File: config.mk
export PLATFORM = sky130hd
export DESIGN_NAME = subtrator_serial_flat
export DESIGN_NICKNAME = d
export VERILOG_FILES = /design/src/rtl/subtrator_serial_pkg.sv /design/src/rtl/subtrator_serial_if.sv /design/src/rtl/subtrator_serial_slice.sv /design/src/rtl/subtrator_serial.sv /design/src/flat_wrapper.sv
export SDC_FILE = /design/constraint.sdc
export NUM_CORES = 1
export LEC_CHECK = 0
export ABC_AREA = 1
export CORE_MARGIN = 1.5
export CORE_UTILIZATION = 50
export CTS_BUF_LIST = sky130_fd_sc_hd__clkbuf_4 sky130_fd_sc_hd__clkbuf_8
export CTS_CLUSTER_SIZE = 28
export DETAILED_ROUTE_END_ITERATION = 6
export PLACE_DENSITY = 0.77
export SLEW_MARGIN = 20
export SYNTH_ARGS = -nofsm -noshare
export SYNTH_HDL_FRONTEND = slang
export SYNTH_SLANG_ARGS = --single-unit
File: constraint.sdc
create_clock -name clk -period 3.4 [get_ports clk]
set_clock_uncertainty 0.2 [all_clocks]
set_input_delay 0.68 -clock clk [delete_from_list [all_inputs] [get_ports clk]]
set_output_delay 0.68 -clock clk [all_outputs]
set_load 0.1 [all_outputs]
File: src/rtl/subtrator_serial_pkg.sv
// Shared definitions for subtrator_serial: FSM state encoding, slice width
// and the WIDTH legality check used at elaboration.
package subtrator_serial_pkg;

  localparam int SLICE_W = 2;

  typedef enum logic [1:0] {
    S_IDLE = 2'd0,
    S_RUN  = 2'd1,
    S_DONE = 2'd2
  } state_e;

  // The serial datapath consumes SLICE_W bits per cycle, so WIDTH must be a
  // non-zero multiple of it.
  function automatic bit width_ok(input int w);
    return (w >= SLICE_W) && ((w % SLICE_W) == 0);
  endfunction

endpackage

File: src/rtl/subtrator_serial_if.sv
// Start/done handshake and operand/result bus of subtrator_serial.
// The ovf signal exists only when SUBTRATOR_SERIAL_OVF_EN is defined.
interface subtrator_serial_if #(
  parameter int WIDTH = 8
);
  logic             start;
  logic [WIDTH-1:0] a;
  logic [WIDTH-1:0] b;
  logic             bin;
  logic             ready;
  logic             busy;
  logic             done;
  logic [WIDTH-1:0] diff;
  logic             bout;
`ifdef SUBTRATOR_SERIAL_OVF_EN
  logic             ovf;

  modport master (output start, a, b, bin,
                  input  ready, busy, done, diff, bout, ovf);
  modport slave  (input  start, a, b, bin,
                  output ready, busy, done, diff, bout, ovf);
`else
  modport master (output start, a, b, bin,
                  input  ready, busy, done, diff, bout);
  modport slave  (input  start, a, b, bin,
                  output ready, busy, done, diff, bout);
`endif

endinterface

File: src/rtl/subtrator_serial_slice.sv
// 2-bit ripple-borrow subtractor slice (Subtrator2Bits) built from two
// 1-bit full subtractors. Purely combinational.
module Subtrator1Bit (
  input  logic a,
  input  logic b,
  input  logic bin,
  output logic diff,
  output logic bout
);
  assign diff = a ^ b ^ bin;
  assign bout = (~a & b) | (~(a ^ b) & bin);
endmodule

module Subtrator2Bits (
  input  logic [1:0] a,
  input  logic [1:0] b,
  input  logic       bin,
  output logic [1:0] diff,
  output logic       bout
);
  logic borrow_mid;

  Subtrator1Bit u_bit0 (
    .a    (a[0]),
    .b    (b[0]),
    .bin  (bin),
    .diff (diff[0]),
    .bout (borrow_mid)
  );

  Subtrator1Bit u_bit1 (
    .a    (a[1]),
    .b    (b[1]),
    .bin  (borrow_mid),
    .diff (diff[1]),
    .bout (bout)
  );
endmodule

File: src/rtl/subtrator_serial.sv
// Multi-cycle WIDTH-bit subtractor computing a - b - bin two bits per clock
// through one shared Subtrator2Bits slice, with a start/ready/done handshake.
// Optional feature: define SUBTRATOR_SERIAL_OVF_EN to add the signed
// overflow flag (ovf) and the sampled operand MSB storage it needs.
module subtrator_serial
  import subtrator_serial_pkg::*;
#(
  parameter int WIDTH = 8
) (
  input  logic               clk,
  input  logic               rst_n,
  subtrator_serial_if.slave  bus
);
  localparam int STEPS = WIDTH / SLICE_W;
  localparam int CNT_W = (STEPS > 1) ? $clog2(STEPS) : 1;
  localparam logic [CNT_W-1:0] CNT_LAST = CNT_W'(STEPS - 1);

  if (!width_ok(WIDTH)) begin : g_width_chk
    $error("subtrator_serial: WIDTH must be even and at least 2");
  end

  state_e             state, state_nxt;
  logic [WIDTH-1:0]   a_sr, b_sr, res_sr, res_nxt, diff_q;
  logic               borrow_q, bout_q;
  logic [CNT_W-1:0]   cnt;
  logic [SLICE_W-1:0] slice_d;
  logic               slice_bout;
  logic               last;
  logic               ready, busy, done;
`ifdef SUBTRATOR_SERIAL_OVF_EN
  logic               a_msb, b_msb, ovf_q;
`endif

  Subtrator2Bits u_slice (
    .a    (a_sr[SLICE_W-1:0]),
    .b    (b_sr[SLICE_W-1:0]),
    .bin  (borrow_q),
    .diff (slice_d),
    .bout (slice_bout)
  );

  // New slice bits enter at the top; after STEPS shifts the LSB pair has
  // reached bit 0. Written as shifts so WIDTH == SLICE_W needs no special case.
  assign res_nxt = (res_sr >> SLICE_W) | (WIDTH'(slice_d) << (WIDTH - SLICE_W));
  assign last    = (state == S_RUN) && (cnt == CNT_LAST);

  // State register
  always_ff @(posedge clk or negedge rst_n) begin
    if (!rst_n) state <= S_IDLE;
    else        state <= state_nxt;
  end

  // Next-state logic; start is looked at only in IDLE
  always_comb begin
    state_nxt = state;
    case (state)
      S_IDLE:  if (bus.start) state_nxt = S_RUN;
      S_RUN:   if (last)      state_nxt = S_DONE;
      S_DONE:                 state_nxt = S_IDLE;
      default:                state_nxt = S_IDLE;
    endcase
  end

  // Handshake outputs decoded from state
  always_comb begin
    ready = 1'b0;
    busy  = 1'b0;
    done  = 1'b0;
    case (state)
      S_IDLE:  ready = 1'b1;
      S_RUN:   busy  = 1'b1;
      S_DONE:  done  = 1'b1;
      default: ready = 1'b0;
    endcase
  end

  // Operand capture, serial shift/borrow chain and result registers.
  // Results are captured on the edge entering DONE so they are valid
  // together with the done pulse and otherwise hold.
  always_ff @(posedge clk or negedge rst_n) begin
    if (!rst_n) begin
      a_sr     <= '0;
      b_sr     <= '0;
      res_sr   <= '0;
      borrow_q <= 1'b0;
      cnt      <= '0;
      diff_q   <= '0;
      bout_q   <= 1'b0;
`ifdef SUBTRATOR_SERIAL_OVF_EN
      a_msb    <= 1'b0;
      b_msb    <= 1'b0;
      ovf_q    <= 1'b0;
`endif
    end else begin
      case (state)
        S_IDLE: begin
          if (bus.start) begin
            a_sr     <= bus.a;
            b_sr     <= bus.b;
            borrow_q <= bus.bin;
            cnt      <= '0;
`ifdef SUBTRATOR_SERIAL_OVF_EN
            a_msb    <= bus.a[WIDTH-1];
            b_msb    <= bus.b[WIDTH-1];
`endif
          end
        end
        S_RUN: begin
          a_sr     <= a_sr >> SLICE_W;
          b_sr     <= b_sr >> SLICE_W;
          res_sr   <= res_nxt;
          borrow_q <= slice_bout;
          if (last) begin
            diff_q <= res_nxt;
            bout_q <= slice_bout;
`ifdef SUBTRATOR_SERIAL_OVF_EN
            ovf_q  <= (a_msb != b_msb) && (res_nxt[WIDTH-1] != a_msb);
`endif
          end else begin
            cnt <= cnt + CNT_W'(1);
          end
        end
        default: begin
        end
      endcase
    end
  end

  assign bus.ready = ready;
  assign bus.busy  = busy;
  assign bus.done  = done;
  assign bus.diff  = diff_q;
  assign bus.bout  = bout_q;
`ifdef SUBTRATOR_SERIAL_OVF_EN
  assign bus.ovf   = ovf_q;
`endif

endmodule
File: src/flat_wrapper.sv
// flat-port wrapper written by rule: the top's interface ports become plain ports
module subtrator_serial_flat import subtrator_serial_pkg::*;
#(
  parameter int WIDTH = 8
)
  (clk, rst_n, bus_start, bus_a, bus_b, bus_bin, bus_ready, bus_busy, bus_done, bus_diff, bus_bout);
  subtrator_serial_if #(.WIDTH(WIDTH)) bus_i ();
  input  logic clk;
  input  logic rst_n;
  input wire logic [$bits(bus_i.start)-1:0] bus_start;
  input wire logic [$bits(bus_i.a)-1:0] bus_a;
  input wire logic [$bits(bus_i.b)-1:0] bus_b;
  input wire logic [$bits(bus_i.bin)-1:0] bus_bin;
  output wire logic [$bits(bus_i.ready)-1:0] bus_ready;
  output wire logic [$bits(bus_i.busy)-1:0] bus_busy;
  output wire logic [$bits(bus_i.done)-1:0] bus_done;
  output wire logic [$bits(bus_i.diff)-1:0] bus_diff;
  output wire logic [$bits(bus_i.bout)-1:0] bus_bout;
  assign bus_i.start = bus_start;
  assign bus_i.a = bus_a;
  assign bus_i.b = bus_b;
  assign bus_i.bin = bus_bin;
  assign bus_ready = bus_i.ready;
  assign bus_busy = bus_i.busy;
  assign bus_done = bus_i.done;
  assign bus_diff = bus_i.diff;
  assign bus_bout = bus_i.bout;
  subtrator_serial #(.WIDTH(WIDTH)) u_core (.clk(clk), .rst_n(rst_n), .bus(bus_i));
endmodule
Word level (Yosys, flattened, before mapping)
Cells that the tools add are included.
{"block": "totals", "register_bits": 38, "out_inout_bits": 12, "wordCells": 52}
{"block": "classes", "addsub": 1, "n_eq_ne": 6, "n_mux": 15, "bitwise_logic": 15, "reduce_logical": 7}
{"op": "$pmux 8 s2", "count": 2}
{"op": "$mux 8", "count": 2}
{"op": "$mux 2", "count": 4}
{"op": "$or 6x8->8", "count": 1}
{"op": "$pmux 2 s2", "count": 2}
{"op": "$reduce_and 2->1", "count": 3}
{"op": "$and 1x1->1", "count": 4}
{"op": "$eq 2x2->1 const B", "count": 2}
{"op": "$mux 1", "count": 4}
{"op": "$ne 2x2->1 const B", "count": 2}
{"op": "$not 1->1", "count": 4}
{"op": "$xor 1x1->1", "count": 4}
{"op": "$reduce_and 3->1", "count": 1}
{"op": "$add 2x1->2 const B", "count": 1}
{"op": "$eq 2x1->1 const B", "count": 1}
{"op": "$logic_not 2->1", "count": 1}
{"op": "$ne 2x1->1 const B", "count": 1}
{"op": "$or 1x1->1", "count": 2}
{"op": "$pmux 1 s2", "count": 1}
{"op": "$reduce_bool 2->1", "count": 1}
{"op": "$logic_and 1x1->1", "count": 1}

Logic depth before layout (Yosys ltp)
{"block": "logic_depth", "ltp_word": 7, "ltp_mapped": 7, "ltp_nobuf": 7}

By module
From an unflattened synthesis, not the netlist that was laid out.
{"block": "hier_totals", "hier_cells": 207, "hier_area_um2": 1785.5}
{"module": "subtrator_serial", "instances": 1, "cells_each": 199, "area_each_um2": 1722.9}
{"module": "Subtrator1Bit", "instances": 2, "cells_each": 4, "area_each_um2": 31.3}

Worst setup path after synthesis
Ideal clock, no wire load.
{"block": "synth_timing", "path_type": "register -> output", "start": "register u_core.state[0]", "end": "output port bus_done", "t_arrival_ns": 2.000, "required_time_ns": 2.520, "path_slack_ns": 0.520, "stages_incl_launch_ff": 4, "path_buffers": 2, "path_cell_list": "dfrtp_1 buf_4 clkbuf_1 nor2_1"}
{"block": "synth_via", "elab_chain_cells": 2}
{"item": "start, declared", "line": "subtrator_serial.sv:22", "rtl": "state_e state, state_nxt;"}
{"item": "start signal, assigned", "line": "subtrator_serial.sv:50", "rtl": "else state <= state_nxt;"}
{"item": "$eq 2x2->1", "line": "subtrator_serial.sv:69", "rtl": "case (state)"}
{"item": "$mux 1", "line": "subtrator_serial.sv:69"}
{"item": "end, declared", "line": "flat_wrapper.sv:16", "rtl": "output wire logic [$bits(bus_i.done)-1:0] bus_done;"}
No other way between the ends.

Worst setup path in the final report
{"block": "layout_timing", "start": "register u_core.state[0]", "end": "output port bus_busy"}
{"block": "layout_via", "elab_chain_cells": 2}
{"item": "$eq 2x1->1", "line": "subtrator_serial.sv:69"}
{"item": "$mux 1", "line": "subtrator_serial.sv:69"}
{"item": "end, declared", "line": "flat_wrapper.sv:15", "rtl": "output wire logic [$bits(bus_i.busy)-1:0] bus_busy;"}
No other way between the ends.

==> run_results.csv <==
group,metric,value,unit
sta,drv_slew,0,
yosys,muxShareOfSynthArea,0,%
yosys,yosys.area.top_type,"dfrtp_1",
placed_design,numPortBuffers,31,
yosys,ys_ff_latch,36,
worst_setup_path,critPathSlowestCell,"dfrtp_1",
worst_setup_path,cpPeakStageDelay,0.76,ns
floorplan,die-area,3700,um2
sta,min_period_over_period,76.7,%
route,drt_iter0_markers,70,
floorplan,die_h,60.8,um
sta,period_needed,2.61,ns
cells_and_area,diodes,0,
route,viasPerCell,4.70,
cells_and_area,layout.cells.most_common_list,"nand2_1 (68), inv_1 (36), dfrtp_1 (36), nand3_1 (30), clkdlybuf4s50_1 (19)",
route,first_pass_iters,4,
yosys,yosys_warnings,0,
placed_design,postPlaceCellArea,1970,um2
floorplan,fp-row-count,20,
clock_tree,post_cts_buffers,0,
worst_setup_path,path_cells,"inv_1 > nor2_2 > buf_4",
cells_and_area,fin_area,2100,um2
worst_setup_path,end_kind,"primary output",
global_route,first_global_vias,1166,
worst_setup_path,worstPathRequired,2.52,ns
hold_path,worstHoldStart,"u_core.res_sr[3]$_DFFE_PN0P_",
cells_and_area,fill_cells,290,
route,postRouteWirelength,3020,um
cells_and_area,area_growth,25.7,%
cells_and_area,nets,262,
clock_tree,h-tree-depth,2,
worst_setup_path,arrival,1.73,ns
yosys,syn_nets,231,
yosys,synth_cell_types,15,
floorplan,start_util,53.8,%
global_route,antenna_found_initial,0,
clock_tree,postCtsHoldBufs,0,
clock_tree,numCtsBuffers,5,
cells_and_area,layout_commonest_cell,"nand2_1",
floorplan,die_x,60.8,um
yosys,avgSynthCellArea,8.03,um2
global_route,grt.overflow.total,0,
sta,fmax,384,MHz
yosys,synthXorXnorAreaFrac,0,%
placed_design,routabilityCongestion,0.795,
placed_design,hpwl,2040,um
route,ant_nets,0,
yosys,synth_top_area_share,53.9,%
route,drc,0,
route,vias,1334,
clock_tree,clkSinkCount,36,
worst_setup_path,startpoint_type,"register",
yosys,synthAdderAreaFrac,3.15,%
floorplan,io_pins,32,
sta,setup_viol,0,
clock_tree,cts_resized,0,
worst_setup_path,path_delay_family,"flip-flops",
cells_and_area,layout-drive-gt1-share,11.7,%
worst_setup_path,startpoint,"u_core.state[0]$_DFFE_PN0P_",
clock_tree,clk_pin_slew_worst_paths,0.11,ns
yosys,synth_area,1670,um2
hold_path,hold_class,"reg2reg",
sta,final-hold-violation-count,0,
job,drv_cap,0,
yosys,synth_top_family_by_area,"simple AND/OR/NAND/NOR gates",
yosys,synth_compound_area_share,5.09,%
sta,worst_slew_pin_slew,0.630,ns
floorplan,core,3100,um2
worst_setup_path,crit_fanout,20,
run_status,outcome,"completed",
global_route,grt_pass1_wl,5100,um
yosys,ys_seq_area_share,53.9,%
sta,rsz0062_at_grt,"false",
route,wl_per_cell,10.6,um
clock_tree,cts_tree,"done",
worst_setup_path,cp.buffers_inverters,2,
sta,fin_tns_setup,0,ns
yosys,ys_top_cells_by_area,"dfrtp_1 (54%), nand2_1 (15%), nand3_1 (9.0%)",
worst_setup_path,crit_type,"reg2out",
clock_tree,clk_latency,0.35,ns
yosys,syn_inst,208,
global_route,grt_max_degree,37,
clock_tree,clock_path_buffers,2,
worst_setup_path,rr_startpoint,"u_core.state[0]$_DFFE_PN0P_",
sta,maxSlewHeadroom,58.0,%
clock_tree,cts_root_buf,"clkbuf_4",
global_route,grt.total_usage,19.3,%
yosys,synthSimpleGateAreaFrac,26.8,%
[synthesized netlist by cell type]
master and instances:
nand2_1 68, dfrtp_1 36, inv_1 36, nand3_1 30
o21ai_0 10, o21ai_1 7, buf_2 6, nand2_2 4
nor2_1 3, fa_1 2, inv_2 2, buf_4 1
clkbuf_1 1, ha_1 1, nor2_2 1
[routing by layer]
metal | share of wire (%) | GRT usage [%] | vias up | wire length, um
met5 | 0 | 0 | - | 0
met4 | 1.6 | 11.2 | 0 | 49
met3 | 5.5 | 4.48 | 5 | 166
met2 | 45 | 29.5 | 43 | 1370
met1 | 47 | 25.2 | 590 | 1430
li1 | - | - | 696 | -
[metrics by stage]
step / setup slack [ns] / hold slack (ns) / instances / utilization (%)
4_1_cts: 0.773 / 0.271 / 284 / 67.7
6_report: 0.793 / 0.270 / 284 / 67.7
2_1_floorplan: 0.520 / 0.184 / 208 / -
3_3_place_gp: 1.18 / 0.252 / 276 / 63.5
3_5_place_dp: 1.18 / 0.254 / 276 / 63.5
5_1_grt: 0.632 / 0.316 / 284 / 67.7
[layout make-up]
cell class	count	area, um2	area share [%]
clock buffers	5	37.5	1.79
clock inverters	3	90.1	4.29
inverters	38	143	6.79
multi-input cells	126	586	27.9
flip-flops and latches	36	901	42.9
well taps	44	55.1	2.62
repair buffers	32	288	13.7
[worst min-delay path: cells and delay by family, from the launching register on]
kind | cells | cell delay, ns
DFF | 1 | 0.36
and+or+nand+nor | 2 | 0.09
[sequential cells by signal, indices dropped and copies added (netlist names)]
| register | cells |
|---|---|
| u_core.a_sr | 8 |
| u_core.state | 2 |
| u_core.bus.bout | 1 |
| u_core.b_sr | 8 |
| u_core.cnt | 2 |
| u_core.bus.diff | 8 |
| u_core.borrow_q | 1 |
| u_core.res_sr | 6 |
[logic make-up after synthesis]
family	Yosys count
AND/OR/NAND/NOR	106
buffers and inverters	46
flip-flops	36
AO/OA/AOI/OAI	17
adder cells (fa/ha/maj)	3
[worst paths after layout]
kind                                                   to  slack [ns]  depth (start not counted)
min reg2reg                u_core.bus.diff[1]$_DFFE_PN0P_        0.27                          2
min in group asynchronous     u_core.borrow_q$_DFFE_PN0P_        0.54                          2
max reg2reg                    u_core.b_sr[0]$_DFFE_PN0P_        1.22                          4
max                                              bus_busy        0.79                          3
min                        u_core.bus.diff[1]$_DFFE_PN0P_        0.27                          2
max in group asynchronous    u_core.res_sr[3]$_DFFE_PN0P_        2.15                          2
Power is not shown: default switching activity piles up to over one toggle a cycle in this logic, so the estimate is an artifact.
